==> src/rtl/vend_ctrl.sv <==
// Vending-machine button controller: per-button debounce, one-deep pending capture,
// fixed-priority grant, change dispensing through a nickel hopper, and spaced command pulses.
//
// state    | meaning
// IDLE     | arbitrate pending buttons
// CMD      | one-cycle command pulse for the granted button
// GAP      | GAP_CYC quiet cycles after every pulse
// CHG_REQ  | request one nickel from the hopper, watch for timeout
// CHG_WAIT | one-cycle hop_req low gap between nickels
module vend_ctrl #(
    parameter int DB_CYC  = 4,
    parameter int GAP_CYC = 2
) (
    input  logic       clk,
    input  logic       rst,
    input  logic       nic,
    input  logic       dim,
    input  logic       ch,
    input  logic       obj1,
    input  logic       obj2,
    input  logic [3:0] coin,
    input  logic       hop_ack,
    output logic [4:0] cmd,
    output logic       hop_req,
    output logic       busy,
    output logic       err
);

    typedef enum logic [2:0] {IDLE, CMD, CHG_REQ, CHG_WAIT, GAP} state_t;

    state_t      state, state_nxt;
    logic [4:0]  raw;
    logic [4:0]  db;
    logic [3:0]  db_cnt [5];
    logic [4:0]  db_hit;
    logic [4:0]  rise;
    logic [4:0]  pend;
    logic [4:0]  grant;
    logic [4:0]  sel;
    logic [1:0]  nick_cnt;
    logic [1:0]  coin_n;
    logic        coin_bad;
    logic [2:0]  gap_cnt;
    logic [7:0]  tmo_cnt;
    logic        timeout;

    // bit order matches cmd: {obj2,obj1,dim,nic,ch}, so bit 0 is highest priority
    assign raw   = {obj2, obj1, dim, nic, ch};
    assign grant = (state == IDLE) ? (pend & (~pend + 5'd1)) : 5'd0;
    assign timeout = (state == CHG_REQ) && !hop_ack && (tmo_cnt == 8'd0);

    always_comb begin
        db_hit = '0;
        for (int i = 0; i < 5; i++)
            db_hit[i] = (raw[i] != db[i]) && (db_cnt[i] == 4'(DB_CYC - 1));
        rise = db_hit & raw;
    end

    always_comb begin
        coin_n   = 2'd0;
        coin_bad = 1'b0;
        case (coin)
            4'b1000: coin_n = 2'd0;
            4'b0100: coin_n = 2'd1;
            4'b0010: coin_n = 2'd2;
            4'b0001: coin_n = 2'd3;
            default: coin_bad = 1'b1;
        endcase
    end

    always_ff @(posedge clk) begin
        if (rst) begin
            db <= '0;
            for (int i = 0; i < 5; i++)
                db_cnt[i] <= '0;
        end else begin
            for (int i = 0; i < 5; i++) begin
                if (raw[i] == db[i]) begin
                    db_cnt[i] <= '0;
                end else if (db_hit[i]) begin
                    db_cnt[i] <= '0;
                    db[i]     <= ~db[i];
                end else begin
                    db_cnt[i] <= db_cnt[i] + 4'd1;
                end
            end
        end
    end

    always_ff @(posedge clk) begin
        if (rst) begin
            pend     <= '0;
            sel      <= '0;
            nick_cnt <= '0;
            err      <= 1'b0;
            gap_cnt  <= '0;
            tmo_cnt  <= '0;
        end else begin
            pend    <= (pend & ~grant) | rise;
            gap_cnt <= (state == GAP) ? gap_cnt - 3'd1 : 3'(GAP_CYC - 1);
            // reloaded every time CHG_REQ is left, so each nickel gets a fresh 255-cycle window
            tmo_cnt <= (state == CHG_REQ) ? tmo_cnt - 8'd1 : 8'd254;
            if (grant != 5'd0) begin
                sel <= grant;
                if (grant[0]) begin
                    nick_cnt <= coin_n;
                    if (coin_bad)
                        err <= 1'b1;
                end
            end
            if (state == CHG_REQ && hop_ack)
                nick_cnt <= nick_cnt - 2'd1;
            if (timeout) begin
                nick_cnt <= '0;
                err      <= 1'b1;
            end
        end
    end

    always_ff @(posedge clk) begin
        if (rst)
            state <= IDLE;
        else
            state <= state_nxt;
    end

    always_comb begin
        state_nxt = state;
        case (state)
            IDLE:
                if (grant != 5'd0)
                    state_nxt = (grant[0] && coin_n != 2'd0) ? CHG_REQ : CMD;
            CMD:
                state_nxt = GAP;
            GAP:
                if (gap_cnt == 3'd0)
                    state_nxt = IDLE;
            CHG_REQ:
                if (hop_ack)
                    state_nxt = CHG_WAIT;
                else if (timeout)
                    state_nxt = CMD;
            CHG_WAIT:
                state_nxt = (nick_cnt == 2'd0) ? CMD : CHG_REQ;
            default:
                state_nxt = IDLE;
        endcase
    end

    always_comb begin
        cmd     = (state == CMD) ? sel : 5'd0;
        hop_req = (state == CHG_REQ);
        busy    = (state != IDLE);
    end

endmodule

==> config.mk <==
export PLATFORM = sky130hd
export DESIGN_NAME = vend_ctrl
export DESIGN_NICKNAME = d
export VERILOG_FILES = /design/src/rtl/vend_ctrl.sv
export SDC_FILE = /design/constraint.sdc
export NUM_CORES = 1
export LEC_CHECK = 0
export ABC_CLOCK_PERIOD_IN_PS = 2200
export CORE_ASPECT_RATIO = 0.7
export CORE_MARGIN = 2
export CORE_UTILIZATION = 50
export DETAILED_ROUTE_END_ITERATION = 10
export PLACE_DENSITY = 0.75
export SYNTH_ARGS = -nofsm -noshare
export SYNTH_HDL_FRONTEND = slang
export SYNTH_SLANG_ARGS = --single-unit
==> constraint.sdc <==
create_clock -name clk -period 2.2 [get_ports clk]
set_input_delay 0.44 -clock clk [delete_from_list [all_inputs] [get_ports clk]]
set_output_delay 0.44 -clock clk [all_outputs]
set_load 0.01 [all_outputs]
==> out/results.txt <==
Setup TNS: 0 ns
Number of max-cap violations: 0
CTS sink cnt: 52
Remaining global-route overflow: 0
Cell-internal power: 1.43 mW
Cell count after synthesis: 252
EDFF count, synth: 20
Mapped cell area: 2480 µm²
Pwr per Cell Area: 622 nW/µm²
Dpl hpwl: 3.21 mm
Vias post-DR: 1,817
Hold-fix buffers, CTS: 0
Largest net degree at the start of global routing: 18
Mean post-synth cell area: 9.85 µm²
Sequential share of the synthesized area: 0.500
CP Max Fanout: 5
Overall routed net length: 4.34 mm
RSZ-0062 raised after global routing: no
CTS tree: done
RePlAce Congestion: 0.820
Final Cycle Share: 0.943
Most common cell in the netlist: nor2_1
CTS Buffer Depth: 2
Top FF cell, synth: dfxtp_1
Yosys Warn Count: 0
Residual antenna-violating net count after detailed routing: 0
Leak Pwr: 1.10 nW
CP required: 1.76 ns
Layout overhead on the synthesized area: 19.9%
Post-synth ARST share: 0
Via-to-Cell Ratio: 4.94
Min Tclk post-route: 2.08 ns
# diodes: 0
Crit path DAT: 1.64 ns
Synth top cells by count: nor2_1 (42), dfxtp_1 (32), edfxtp_1 (20), a21oi_1 (16), xnor2_1 (16)
Initial antenna violation count: 0
Leading area contributor after synthesis: dfxtp_1
Share of the synthesized area in the top cell type: 0.258
Worst-Skew Late Latency: 0.30 ns
Initial core utilization: 0.519
CP Launch Type: flop
Crit Path Class: reg2out
Io pins: 20
Reg power frac: 0.579
Core area: 4780 µm²
Synth cell types: 39
H-tree Lvls: 2
Vias in the first global route: 1,762
All-Layer GR Usage: 0.175
Layout Nets: 320
Router iterations before antenna repair: 4
Fillers: 431
I/O Buffers: 19
Setup Fix Bufs, Post-CTS: 0
Post-CTS sizing: 2
Share of layout cells above drive strength 1: 0.0803
Min-delay worst type: reg2reg
Max Clk Rate: 482 MHz
IR drop worst, VDD: 415 µV
Inserted Clock Buffers: 5
Drt drc: 0
Clock power share: 0.321
Clock transition at the registers of the reported paths: 0.08 ns
Power Total: 1.85 mW
Yosys reg bits: 52
Die height: 62.9 µm
First-pass GRT wire length: 7.60 mm
Largest cells by area after synthesis: dfxtp_1 (26%), edfxtp_1 (24%), nor2_1 (6.4%), xnor2_1 (5.6%), ha_1 (5.0%)
1st-iter DRT viols: 71
Gate power share: 0.100
# setup viols final: 0
Sw frac: 0.228
Die width: 88.2 µm
CTS Root Buffer Type: clkbuf_8
Clock skew: 0.00890 ns
Wirelength per Cell: 11.8 µm
Outcome: finished clean
Fin. Hold Viols: 0
Fin. max-slew vios: 0
Cell row count: 21
DIE AREA: 5550 µm²
CP endpoint kind: output port
Net switching power: 0.421 mW
## sequential cells by signal, indices dropped and copies added (netlist names)
name and cells:
db 5, pend 5, tmo_cnt 8, gap_cnt 3, nick_cnt 2, err 1
db_cnt 20, sel 5, state 3
## layout by cell type (no fill, tap or decap), types with 2 or more instances in the layout
cell type / instances
a21oi_1: 16
a22oi_1: 3
a31oi_1: 2
a32oi_1: 2
and2_1: 5
buf_4: 10
clkbuf_1: 2
clkbuf_8: 5
clkdlybuf4s50_1: 19
conb_1: 20
dfxtp_1: 29
dfxtp_2: 3
edfxtp_1: 20
ha_1: 10
inv_1: 15
mux2i_1: 4
nand2_1: 4
nand2b_1: 2
nand3_1: 6
nand3b_1: 5
nor2_1: 42
nor3_1: 10
nor3b_1: 8
nor3b_2: 3
o21ai_0: 6
o221ai_1: 2
or3_1: 7
or4_1: 4
xnor2_1: 16
xor2_1: 8
## path summary, 6_finish.rpt
path | depth (start not counted) | end | slack (ns) | start
max | 4 | cmd[0] | 0.12 | state[0]
min | 2 | sel[0] | 0.47 | sel[0]
max reg2reg | 4 | nick_cnt[1] | 0.42 | state[0]
min reg2reg | 2 | sel[0] | 0.47 | sel[0]
## through the flow
stage	cell area, µm²	std cells	setup WS, ns	util	hold slack [ns]
6_report	2980	368	0.125	0.622	0.467
5_1_grt	2980	368	0.0249	0.622	0.474
4_1_cts	2970	368	0.00758	0.621	0.469
3_5_place_dp	2860	360	0.0829	0.598	0.454
3_3_place_gp	2860	360	0.126	0.598	0.457
2_1_floorplan	2550	271	0.503	-	0.431
## layout make-up
cell class              count  area [µm²]  area share
clock buffers               8         101      0.0341
inverters                  16        60.1      0.0202
multi-input cells         194        1220       0.409
flip-flops and latches     52        1240       0.418
well taps                  69        86.3      0.0290
repair buffers             29         265      0.0892
## power groups by stage
stage / logic (mW) / registers [mW] / clock network (mW)
global route: 0.215 / 1.08 / 0.642
finish: 0.185 / 1.07 / 0.593
floorplan: 0.121 / 1.08 / 0
CTS: 0.186 / 1.07 / 0.609
detailed placement: 0.184 / 1.09 / 0
global placement: 0.179 / 1.09 / 0
## cell families (layout without fill, tap and decap cells)
logic type	after synthesis	count (layout)	share of synthesized area
xor+xnor	24	24	0.0847
simple gates	101	101	0.219
other cells	1	20	0.00151
buf+inv	25	53	0.0419
compound gates	35	35	0.0862
flops	52	52	0.500
mux	4	4	0.0161
fa+ha+maj	10	10	0.0504
## critical path: stages, from the launching register on
cell	delay, ns
dfxtp_2	0.38
nor3b_2	0.16
buf_4	0.15
and2_1	0.13
clkdlybuf4s50_1	0.53
## per-layer routing
metal | global-route usage | up-vias | share of wire
li1 | - | 953 | -
met1 | 0.231 | 836 | 0.49
met2 | 0.278 | 22 | 0.46
met3 | 0.0410 | 6 | 0.030
met4 | 0.0625 | 0 | 0.017
met5 | 0 | - | 0
No activity file was read; power rests on OpenSTA's default activity.
==> RTL edit, RTL diff (config.mk and constraints unchanged) <==
Re-encode `state_t` (5 states) as Gray code, 3 bits wide.
--- a/src/rtl/vend_ctrl.sv
+++ b/src/rtl/vend_ctrl.sv
@@ -28,3 +28,3 @@
 
-    typedef enum logic [2:0] {IDLE, CMD, CHG_REQ, CHG_WAIT, GAP} state_t;
+    typedef enum logic [2:0] {IDLE = 3'b000, CMD = 3'b001, CHG_REQ = 3'b011, CHG_WAIT = 3'b010, GAP = 3'b110} state_t;
 
Check against the original RTL: same outputs for any inputs over 10 cycles, from zero or initial values and one cycle with rst high; not proved beyond that.
==> RTL edit against the unedited design <==
- synthesized cell count fell by 0.40%
- synthesized area is 0.10% higher
- setup slack gained 0.00060 ns
- cell count is 1.1% lower
- routed wire length increased by 2.7%
- non-clock buffer count down 5
- sequential cell count unchanged
- cell area fell by 0.97%
- total power is 1.6% lower
- first-iteration DRC count increased by 20%
- largest cell class unchanged
==> RTL edit: results (changes against the unedited design) <==
| Metric | Value |
|---|---|
| Worst slew pin tran | `0.714 ns` |
| GRT Resource Usage Total | `17.4% (-0.057 points)` |
| Status | `completed` |
| Routing usage on met1 | `24.5% (+1.4 points)` |
| Critical-path maximum fanout | `8 (+3)` |
| VDD IR max | `0.414 mV (-0.35%)` |
| Layout cells sized above 1 | `6.78% (-1.2 points)` |
| IO Port Bufs | `19 (unchanged)` |
| H-Tree Level Count | `2 (unchanged)` |
| Number of fill cells in the layout | `418 (-3.0%)` |
| Drt initial violations | `85 (+20%)` |
| Final GP Congestion | `0.840 (+2.5%)` |
| Clock Skew | `0.00738 ns (-0.00152 ns)` |
| Synth top cells by count | `nor2_1, dfxtp_1, edfxtp_1` |
| Root buffer cell | `clkbuf_8` |
| Vias in the first global route | `1,760 (-0.11%)` |
| Largest net degree at the start of global routing | `17 (-1)` |
| HPWL after DPL | `3270 µm (+1.8%)` |
| Initial antenna violation count | `0 (unchanged)` |
| Via/cell ratio | `5.08 (+2.8%)` |
| Setup WS pre-CTS | `0.279 ns (+0.196 ns)` |
| Global-route wire length before repair | `7570 µm (-0.45%)` |
| Lkg Pwr | `1.11 nW (+0.39%)` |
| Post-synthesis sequential area ratio | `50.0% (-0.050 points)` |
| Area contributors post-synth | `dfxtp_1, edfxtp_1, nor2_1` |
| Met2 global-route usage | `26.2% (-1.6 points)` |
| Routed length per instance | `12.3 µm (+3.8%)` |
| 1st-pass router iterations | `5 (+1)` |
| Placement-stage cell area | `2840 µm² (-0.66%)` |
| Layout Nets | `316 (-1.3%)` |
| N_diodes | `0 (unchanged)` |
| Met3 Resource Use GR | `4.36% (+0.26 points)` |
-- RTL edit: report_power, final --
group	switching [W]	internal (W)	total [W]
combinational	0.0000971	0.0000863	0.000183
sequential	0.0000322	0.00104	0.00107
clock	0.000309	0.000256	0.000565
-- RTL edit: kinds of logic after synthesis --
logic type,after synthesis,synth area share [%]
buffers and inverters,26,3.98
AND/OR/NAND/NOR,97,21.0
XOR/XNOR,24,8.46
multiplexers,4,1.61
adder cells (fa/ha/maj),10,5.04
other,1,0.151
AO/OA/AOI/OAI,37,9.82
flip-flops,52,50.0
-- RTL edit: area by class of cell --
class                   count  area, µm²  area share (%)
clock buffers               6       82.6            2.80
clock inverters             2       13.8           0.467
inverters                  19       71.3            2.42
multi-input cells         192       1220            41.5
flip-flops and latches     52       1240            42.2
well taps                  69       86.3            2.93
repair buffers             24        228            7.73
-- RTL edit: per-layer routing --
layer,routed length [µm],vias up
met5,0,-
met4,22,0
met3,225,2
met2,1970,36
met1,2250,864
li1,-,946
-- RTL edit: what timing repair did --
item                                    CTS  global route
hold endpoints to repair                  0             0
endpoints found under the setup margin    5             7
resized for setup                         1             2
-- RTL edit: per-stage QoR --
stage,instances,utilization (%)
2_1_floorplan,270,-
3_3_place_gp,356,59.4
3_5_place_dp,356,59.4
4_1_cts,364,61.5
5_1_grt,364,61.6
6_report,364,61.6
-- RTL edit: critical path, stage by stage, from the launching register on --
cell	delay (ns)
dfxtp_1	0.49
nand3b_1	0.18
inv_1	0.12
clkdlybuf4s50_1	0.54
-- RTL edit: final timing paths --
| kind | slack, ns | end | startpoint |
|---|---|---|---|
| worst max register to register | 0.49 | nick_cnt[1] | state[0] |
| worst min-delay path | 0.47 | err | err |
| worst min register to register | 0.47 | err | err |
| worst max-delay path | 0.13 | hop_req | state[1] |
